File: src/rtl/div_pkg.sv
`default_nettype none
// ============================================================================
// div_pkg : shared FSM state encoding and sizing constants for the divider.
// Rev 1.0
// ============================================================================
package div_pkg;

    localparam int NREQ          = 2;
    localparam int DEFAULT_WIDTH = 4;

    typedef enum logic [1:0] {
        ST_IDLE = 2'd0,
        ST_CALC = 2'd1,
        ST_DONE = 2'd2
    } state_t;

endpackage
`default_nettype wire

File: src/rtl/div_iter_core.sv
`default_nettype none
// ============================================================================
// div_iter_core : restoring shift-subtract datapath, one quotient bit per step.
// Rev 1.0
// ============================================================================
module div_iter_core
    import div_pkg::*;
#(
    parameter int WIDTH = DEFAULT_WIDTH
) (
    input  logic             clk,
    input  logic             rst_n,
    input  logic             ena,
    input  logic             load_i,
    input  logic             fast_dz_i,
    input  logic             step_i,
    input  logic [WIDTH-1:0] dividend_i,
    input  logic [WIDTH-1:0] divisor_i,
    output logic [WIDTH-1:0] quot_o,
    output logic [WIDTH-1:0] rem_o,
    output logic             last_o
);

    localparam int CW = $clog2(WIDTH);

    logic [WIDTH-1:0] rem_q,  rem_d;
    logic [WIDTH-1:0] quot_q, quot_d;
    logic [WIDTH-1:0] div_q,  div_d;
    logic [CW-1:0]    cnt_q,  cnt_d;

    logic [WIDTH:0]   w_trial;
    logic [WIDTH:0]   w_diff;
    logic             w_ge;
    logic             w_unused;

    // quot_q doubles as the dividend shift register: its MSB feeds the
    // partial remainder while quotient bits enter from the LSB side.
    always_comb begin
        w_trial = {rem_q, quot_q[WIDTH-1]};
        w_diff  = w_trial - {1'b0, div_q};
        w_ge    = (w_trial >= {1'b0, div_q});
        rem_d   = rem_q;
        quot_d  = quot_q;
        div_d   = div_q;
        cnt_d   = cnt_q;
        if (load_i) begin
            div_d = divisor_i;
            cnt_d = '0;
            if (fast_dz_i) begin
                quot_d = '1;
                rem_d  = dividend_i;
            end else begin
                quot_d = dividend_i;
                rem_d  = '0;
            end
        end else if (step_i) begin
            rem_d  = w_ge ? w_diff[WIDTH-1:0] : w_trial[WIDTH-1:0];
            quot_d = {quot_q[WIDTH-2:0], w_ge};
            cnt_d  = cnt_q + 1'b1;
        end
    end

    // A restored remainder is always below the divisor, so the top bit is 0.
    assign w_unused = ^{w_diff[WIDTH], w_trial[WIDTH]};

    always_ff @(posedge clk or negedge rst_n) begin
        if (!rst_n) begin
            rem_q  <= '0;
            quot_q <= '0;
            div_q  <= '0;
            cnt_q  <= '0;
        end else if (ena) begin
            rem_q  <= rem_d;
            quot_q <= quot_d;
            div_q  <= div_d;
            cnt_q  <= cnt_d;
        end
    end

    assign quot_o = quot_q;
    assign rem_o  = rem_q;
    assign last_o = step_i && (cnt_q == CW'(WIDTH - 1));

endmodule
`default_nettype wire

File: src/rtl/div_rr_scheduler.sv
`default_nettype none
// ============================================================================
// div_rr_scheduler : two-requester round-robin front end to an iterative divider.
// Define DIV_ZERO_FAST_EN to retire divide-by-zero without iterating. Rev 1.0
// ============================================================================
module div_rr_scheduler
    import div_pkg::*;
#(
    parameter int WIDTH = DEFAULT_WIDTH
) (
    input  logic                  clk,
    input  logic                  rst_n,
    input  logic                  ena,
    input  logic [NREQ-1:0]       req_valid,
    output logic [NREQ-1:0]       req_ready,
    input  logic [NREQ*WIDTH-1:0] req_dividend,
    input  logic [NREQ*WIDTH-1:0] req_divisor,
    output logic                  rsp_valid,
    input  logic                  rsp_ready,
    output logic                  rsp_id,
    output logic [WIDTH-1:0]      rsp_quot,
    output logic [WIDTH-1:0]      rsp_rem,
    output logic                  rsp_dz,
    output logic                  busy
);

    state_t           state_q, state_d;
    logic             ptr_q,   ptr_d;
    logic             id_q,    id_d;
    logic             dz_q,    dz_d;

    logic             w_any;
    logic             w_gnt_id;
    logic             w_accept;
    logic             w_fast_dz;
    logic             w_last;
    logic [WIDTH-1:0] w_sel_dividend;
    logic [WIDTH-1:0] w_sel_divisor;

    // ptr_q names the requester that wins a tie.
    assign w_any          = |req_valid;
    assign w_gnt_id       = (&req_valid) ? ptr_q : req_valid[1];
    assign w_sel_dividend = req_dividend[int'(w_gnt_id)*WIDTH +: WIDTH];
    assign w_sel_divisor  = req_divisor[int'(w_gnt_id)*WIDTH +: WIDTH];

`ifdef DIV_ZERO_FAST_EN
    assign w_fast_dz = (w_sel_divisor == '0);
`else
    assign w_fast_dz = 1'b0;
`endif

    always_ff @(posedge clk or negedge rst_n) begin
        if (!rst_n) begin
            state_q <= ST_IDLE;
            ptr_q   <= 1'b0;
            id_q    <= 1'b0;
            dz_q    <= 1'b0;
        end else if (ena) begin
            state_q <= state_d;
            ptr_q   <= ptr_d;
            id_q    <= id_d;
            dz_q    <= dz_d;
        end
    end

    always_comb begin
        state_d = state_q;
        ptr_d   = w_accept ? ~w_gnt_id : ptr_q;
        id_d    = w_accept ? w_gnt_id : id_q;
        dz_d    = w_accept ? (w_sel_divisor == '0) : dz_q;
        case (state_q)
            ST_IDLE: if (w_accept)  state_d = w_fast_dz ? ST_DONE : ST_CALC;
            ST_CALC: if (w_last)    state_d = ST_DONE;
            ST_DONE: if (rsp_ready) state_d = ST_IDLE;
            default:                state_d = ST_IDLE;
        endcase
    end

    always_comb begin
        req_ready = '0;
        busy      = (state_q != ST_IDLE);
        rsp_valid = (state_q == ST_DONE);
        if (rst_n && ena && (state_q == ST_IDLE) && w_any) begin
            req_ready[w_gnt_id] = 1'b1;
        end
    end

    assign w_accept = |req_ready;
    assign rsp_id   = id_q;
    assign rsp_dz   = dz_q;

    div_iter_core #(
        .WIDTH (WIDTH)
    ) u_core (
        .clk        (clk),
        .rst_n      (rst_n),
        .ena        (ena),
        .load_i     (w_accept),
        .fast_dz_i  (w_fast_dz),
        .step_i     (state_q == ST_CALC),
        .dividend_i (w_sel_dividend),
        .divisor_i  (w_sel_divisor),
        .quot_o     (rsp_quot),
        .rem_o      (rsp_rem),
        .last_o     (w_last)
    );

endmodule
`default_nettype wire

File: config.mk
export PLATFORM = sky130hd
export DESIGN_NAME = div_rr_scheduler
export DESIGN_NICKNAME = d
export VERILOG_FILES = /design/src/rtl/div_pkg.sv /design/src/rtl/div_iter_core.sv /design/src/rtl/div_rr_scheduler.sv
export SDC_FILE = /design/constraint.sdc
export NUM_CORES = 1
export LEC_CHECK = 0
export BUFFER_PORTS_ARGS = -buffer_cell sky130_fd_sc_hd__buf_4
export CORE_UTILIZATION = 30
export DETAILED_ROUTE_END_ITERATION = 16
export GPL_ROUTABILITY_DRIVEN = 0
export PLACE_DENSITY = 0.54
export SLEW_MARGIN = 15
export SYNTH_ARGS = -nofsm -noshare
export SYNTH_HDL_FRONTEND = slang
export SYNTH_HIERARCHICAL = 1
export SYNTH_SLANG_ARGS = --single-unit
File: constraint.sdc
create_clock -name clk -period 2.4 [get_ports clk]
set_input_delay 0.12 -clock clk [delete_from_list [all_inputs] [get_ports clk]]
set_output_delay 0.12 -clock clk [all_outputs]
set_load 0.03 [all_outputs]
# Word-level counts from Yosys, hierarchy flattened
# Index checks and enable logic that the tools add are counted.
[word_totals] regBits=19 inputBits=22 output_inout_bits=14 word_cells=52
[classes] addsub=2 mux=15 n_eq_ne=6 shift=2 bitwise=1 n_reduce_logical=15 order_cmp=3
[ops] operator="$mux W4" count=5
[ops] operator="$shiftx A8 B4 Y4" count=2
[ops] operator="$mux W2" count=6
[ops] operator="$pmux W2 S3" count=1
[ops] operator="$reduce_and A2 Y1" count=3
[ops] operator="$ge A5 B4 Y1" count=1
[ops] operator="$logic_and A1 B1 Y1" count=5
[ops] operator="$eq A2 B2 Y1 const B" count=2
[ops] operator="$logic_not A4 Y1" count=1
[ops] operator="$ne A2 B2 Y1 const B" count=2
[ops] operator="$reduce_and A4 Y1" count=1
[ops] operator="$reduce_bool A2 Y1" count=2
[ops] operator="$reduce_or A2 Y1" count=2
[ops] operator="$sub A4 B4 Y4" count=1
[ops] operator="$add A2 B1 Y2 const B" count=1
[ops] operator="$eq A2 B1 Y1 const B" count=1
[ops] operator="$logic_not A2 Y1" count=1
[ops] operator="$lt A1 B2 Y1 const B" count=1
[ops] operator="$mux W1" count=2
[ops] operator="$ne A2 B1 Y1 const B" count=1
[ops] operator="$demux W1 S1" count=1
[ops] operator="$ge A1 B1 Y1 const B" count=1
[ops] operator="$not A1 Y1" count=1

# Depth between registers and ports, before layout
[depth] ltp_word=10 ltp_mapped=8

# Hierarchy
# The synthesis kept the hierarchy.
[modules_own_cells] module="div_iter_core" area_each_um2=907.1 instances=1 seq_area_each_um2=350.3 cells_each=92
[modules_own_cells] module="div_rr_scheduler" area_each_um2=380.4 instances=1 seq_area_each_um2=125.1 cells_each=38

# Least setup slack after synthesis
# No wires, ideal clock.
[synth_path] path_type="reg-to-reg" startpoint="register u_core.quot_q[3] (netlist: u_core/quot_o[3])" endpoint="register u_core.rem_q[3] (netlist: u_core/rem_o[3])" stages_incl_launch_ff=8 path_buffers=0 setup_ns=0.086 required_ns=2.314 period_less_slack_ns=2.171 arrival_time_ns=2.085 slack_ns=0.229 path_cell_list="dfrtp_1 > inv_1 > ha_1 > nand2b_2 > a2111oi_4 > nor3_2 > or3b_1 > a32oi_1"
[synth_via] elab_chain_cells=4 elab_cells_between_ends=5 cone_classes="1 x add/sub; 1 x order compare; 3 x mux"
[synth_rtl] item="start: declaration" line_no="div_iter_core.sv:27" text="logic [WIDTH-1:0] quot_q, quot_d;"
[synth_rtl] item="start signal: assignment" line_no="div_iter_core.sv:74" text="quot_q <= quot_d;"
[synth_rtl] item="$sub A4 B4 Y4 or $ge A5 B4 Y1 (tied branches)" line_no="div_iter_core.sv:40, div_iter_core.sv:41"
[synth_rtl] item="$mux W4 *" line_no="div_iter_core.sv:57" text="rem_d = w_ge ? w_diff[WIDTH-1:0] : w_trial[WIDTH-1:0];"
[synth_rtl] item="$mux W4 *" line_no="div_iter_core.sv:56" text="end else if (step_i) begin"
[synth_rtl] item="$mux W4 *" line_no="div_iter_core.sv:46" text="if (load_i) begin"
[synth_rtl] item="end signal: assignment" line_no="div_iter_core.sv:73" text="rem_q <= rem_d;"
[synth_rtl] item="end: declaration" line_no="div_iter_core.sv:26" text="logic [WIDTH-1:0] rem_q, rem_d;"
# Mark *: on every way between the ends. The rest lies on a longest branch, timed or not. The select of a mux whose other input is x is not followed.
# A chain may end at the register's enable or synchronous reset.

# Worst setup path in the final report
# Same ends and word-level chain as after synthesis.

==> summary.txt <==
Run status
  • Outcome: finished, final reports clean

Drt
  • Initial drt markers: 49
  • WL per Instance: 13.7 µm
  • First drt pass iteration count: 4
  • Vias: 1,138
  • Drt via density: 5.15
  • Routed WL: 3030 µm
  • DRT antenna net count: 0
  • # DRC: 0

STA
  • Fin crit share: 0.871
  • Final Hold Vio Count: 0
  • Unrepaired setup endpoints after global routing: false
  • Rel. slew slack: 0.579
  • Tmin final: 2.09 ns
  • Clock skew: 0.00583 ns
  • Final count of pins violating max slew: 0
  • Final setup vio count: 0
  • Worst Hold Margin: 0.160 ns
  • Worst Max-Slew Pin Slew: 0.631 ns
  • Setup Total Neg Slack: 0 ns
  • Achievable clock frequency: 478 MHz

Pwr
  • Int Power: 1.22 mW
  • Total power: 2.22 mW
  • Sw Ratio: 0.449
  • Power Dens Cells: 1330 nW/µm²
  • Psw: 0.995 mW
  • Combinational Power Share: 0.633
  • Clock share of power: 0.100
  • Peak supply drop: 0.000915 V
  • Leakage: 0.773 nW
  • Sequential share of power: 0.267

Logic synthesis
  • Library cells used by synthesis: 43
  • Post-Synthesis Cells: 130
  • Post-synthesis async set-or-reset flop share: 1.00
  • Syn Area/Cell: 9.90 µm²
  • Post-synthesis register bit count: 19
  • Ys Warns: 6
  • Number of synthesized flops with an enable pin: 0
  • Synth Cell Area: 1290 µm²
  • Top_reg_cell synth: dfrtp_1
  • Seq/Total Area, Yosys: 0.369

Global route
  • M2 GR Usage: 0.246
  • Largest net degree at the start of global routing: 21
  • Initial antenna violation count: 0
  • First-pass GRT wire length: 5160 µm
  • GRT Resource Usage Total: 0.154
  • Met1 GRT Util: 0.196
  • Vias in the first global route: 1,130
  • GR peak layer: met2
  • Total grt overflow: 0
  • Met3 usage: 0.0253

Placement
  • Number of port buffers: 35
  • Placed Cells: 216
  • Detailed placement HPWL: 2280 µm

Critical path
  • CP endpoint kind: flop
  • Arr. time, crit path: 2.26 ns
  • CP cell instances: inv_1 -> ha_1 -> nand2b_2 -> a2111oi_4 -> nor3_2 -> or3b_1 -> a32oi_1
  • CP Launch Type: flop
  • Critical Path Slowest Stage Cell: or3b_1
  • Worst endpoint required time: 2.57 ns
  • CP Buf/Inv Count: 1
  • Critical path's top delay family: simple AND/OR/NAND/NOR gates
  • Maximum fanout along the worst path: 5
  • Crit path kind: flop to flop
  • CP peak stage delay: 0.38 ns

Layout
  • N_diodes: 0
  • Final core utilization: 0.411
  • Final nets: 200
  • Post-Layout Cell Count: 221
  • Share of cells above drive strength 1: 0.380
  • Area Growth Syn to Fin: 29.6%

Die
  • # rows: 23
  • Initial Utilization: 0.317
  • Die ar.: 4560 µm²
  • IO Count: 36
  • Die W: 67.5 µm
  • Die Height: 67.5 µm
  • Core Box Area: 4060 µm²

Clocking
  • CTS Sinks: 19
  • TritonCTS clock tree: yes
  • Buffer depth of the longest clock path: 2
  • CTS resizes: 0
  • Cts bufs inserted: 3
  • CTS root buffer: clkbuf_8
  • H-tree levels: 1
  • Clk pin slew, worst setup/hold paths: 0.07 ns
  • Clock latency on the worst-skew pair: 0.25 ns

Worst hold path
  • Min-Delay Path Class: input pin to flop

Flow run
  • Max-Cap Viols: 0
==> placed cells by master (no fill, tap or decap), types with 3 or more instances in the layout <==
| master | synthesis | routed |
|---|---|---|
| nand2_1 | 10 | 10 |
| conb_1 | 1 | 5 |
| dfrtp_1 | 19 | 19 |
| ha_1 | 5 | 5 |
| nor3_1 | 5 | 5 |
| clkbuf_8 | 1 | 3 |
| o22ai_1 | 8 | 8 |
| o21ai_0 | 5 | 5 |
| mux2_2 | 14 | 14 |
| inv_1 | 13 | 13 |
| a31oi_1 | 4 | 4 |
| nor2_1 | 4 | 4 |
| a21oi_1 | 3 | 3 |
| buf_4 | 0 | 37 |
==> through the flow <==
step	cell area (µm²)	setup slack, ns
2_1_floorplan	1300	0.229
3_3_place_gp	1610	0.382
3_5_place_dp	1610	0.322
4_1_cts	1670	0.275
5_1_grt	1670	0.134
6_report	1670	0.309
==> synthesized netlist by cell type (2+ instances only) <==
master,number,area [µm²]
nand2_1,10,37.5
a211oi_1,2,15.0
o22ai_1,8,50.1
o21ai_0,5,25.0
a31oi_1,4,25.0
a21oi_1,3,15.0
nand4_1,2,12.5
mux2_2,14,158
o21a_1,2,15.0
dfrtp_1,19,475
ha_1,5,62.6
nor2_1,4,15.0
clkbuf_1,4,15.0
nor2b_1,2,12.5
mux2i_1,2,20.0
inv_1,13,48.8
nor3_1,5,25.0
==> power by group through the flow <==
stage	clock network [mW]	logic, mW	registers, mW
after floorplan	0	0.900	0.724
after global placement	0	1.37	0.596
after detailed placement	0	1.40	0.603
after CTS	0.234	1.41	0.596
after global routing	0.246	1.55	0.625
final	0.221	1.40	0.593
==> layer usage <==
metal,routed length (µm),up-vias
li1,-,559
met1,1390,543
met2,1430,30
met3,148,6
met4,61,0
met5,0,-
==> area by class of cell <==
type	instances	area (µm²)
fill	401	2390
multi-input combinational	97	749
sequential	19	475
timing repair buffer	38	288
tap	50	62.6
inverter	13	48.8
clock buffer	4	45.0
==> timing repair <==
| action | in CTS | in global routing |
|---|---|---|
| setup endpoints to repair | 0 | 0 |
| hold buffers | 1 | 0 |
| hold endpoints to repair | 19 | 0 |
| setup buffers | 0 | 0 |
==> final timing paths <==
kind / startpoint / endpoint / slack [ns] / cells after the start
worst max-delay path: u_core/quot_o[3] / u_core/rem_o[3] / 0.31 / 7
worst min-delay path: ena / u_core/cnt_q[0] / 0.16 / 2
worst max register to register: u_core/quot_o[3] / u_core/rem_o[3] / 0.31 / 7
worst min register to register: rsp_id / rsp_id / 0.49 / 1
max in group asynchronous: rst_n / rsp_dz / 1.88 / 2
min in group asynchronous: rst_n / u_core/cnt_q[0] / 0.29 / 2
==> sequential cells by signal, summed over array words and instances, names as in the netlist <==
name           flops
ptr_q              1
u_core/cnt_q       2
u_core/rem_o       4
rsp_id             1
rsp_dz             1
u_core/quot_o      4
u_core/div_q       4
state_q            2
==> kinds of logic (layout without fill, tap and decap cells) <==
family,after synthesis,in the layout,share of synthesized area
other cells,1,5,0.00291
flops,19,19,0.369
simple gates,34,34,0.145
buf+inv,18,55,0.0602
mux,16,16,0.138
fa+ha+maj,6,6,0.0641
compound gates,36,36,0.221
(Power assumes the default switching activity.)
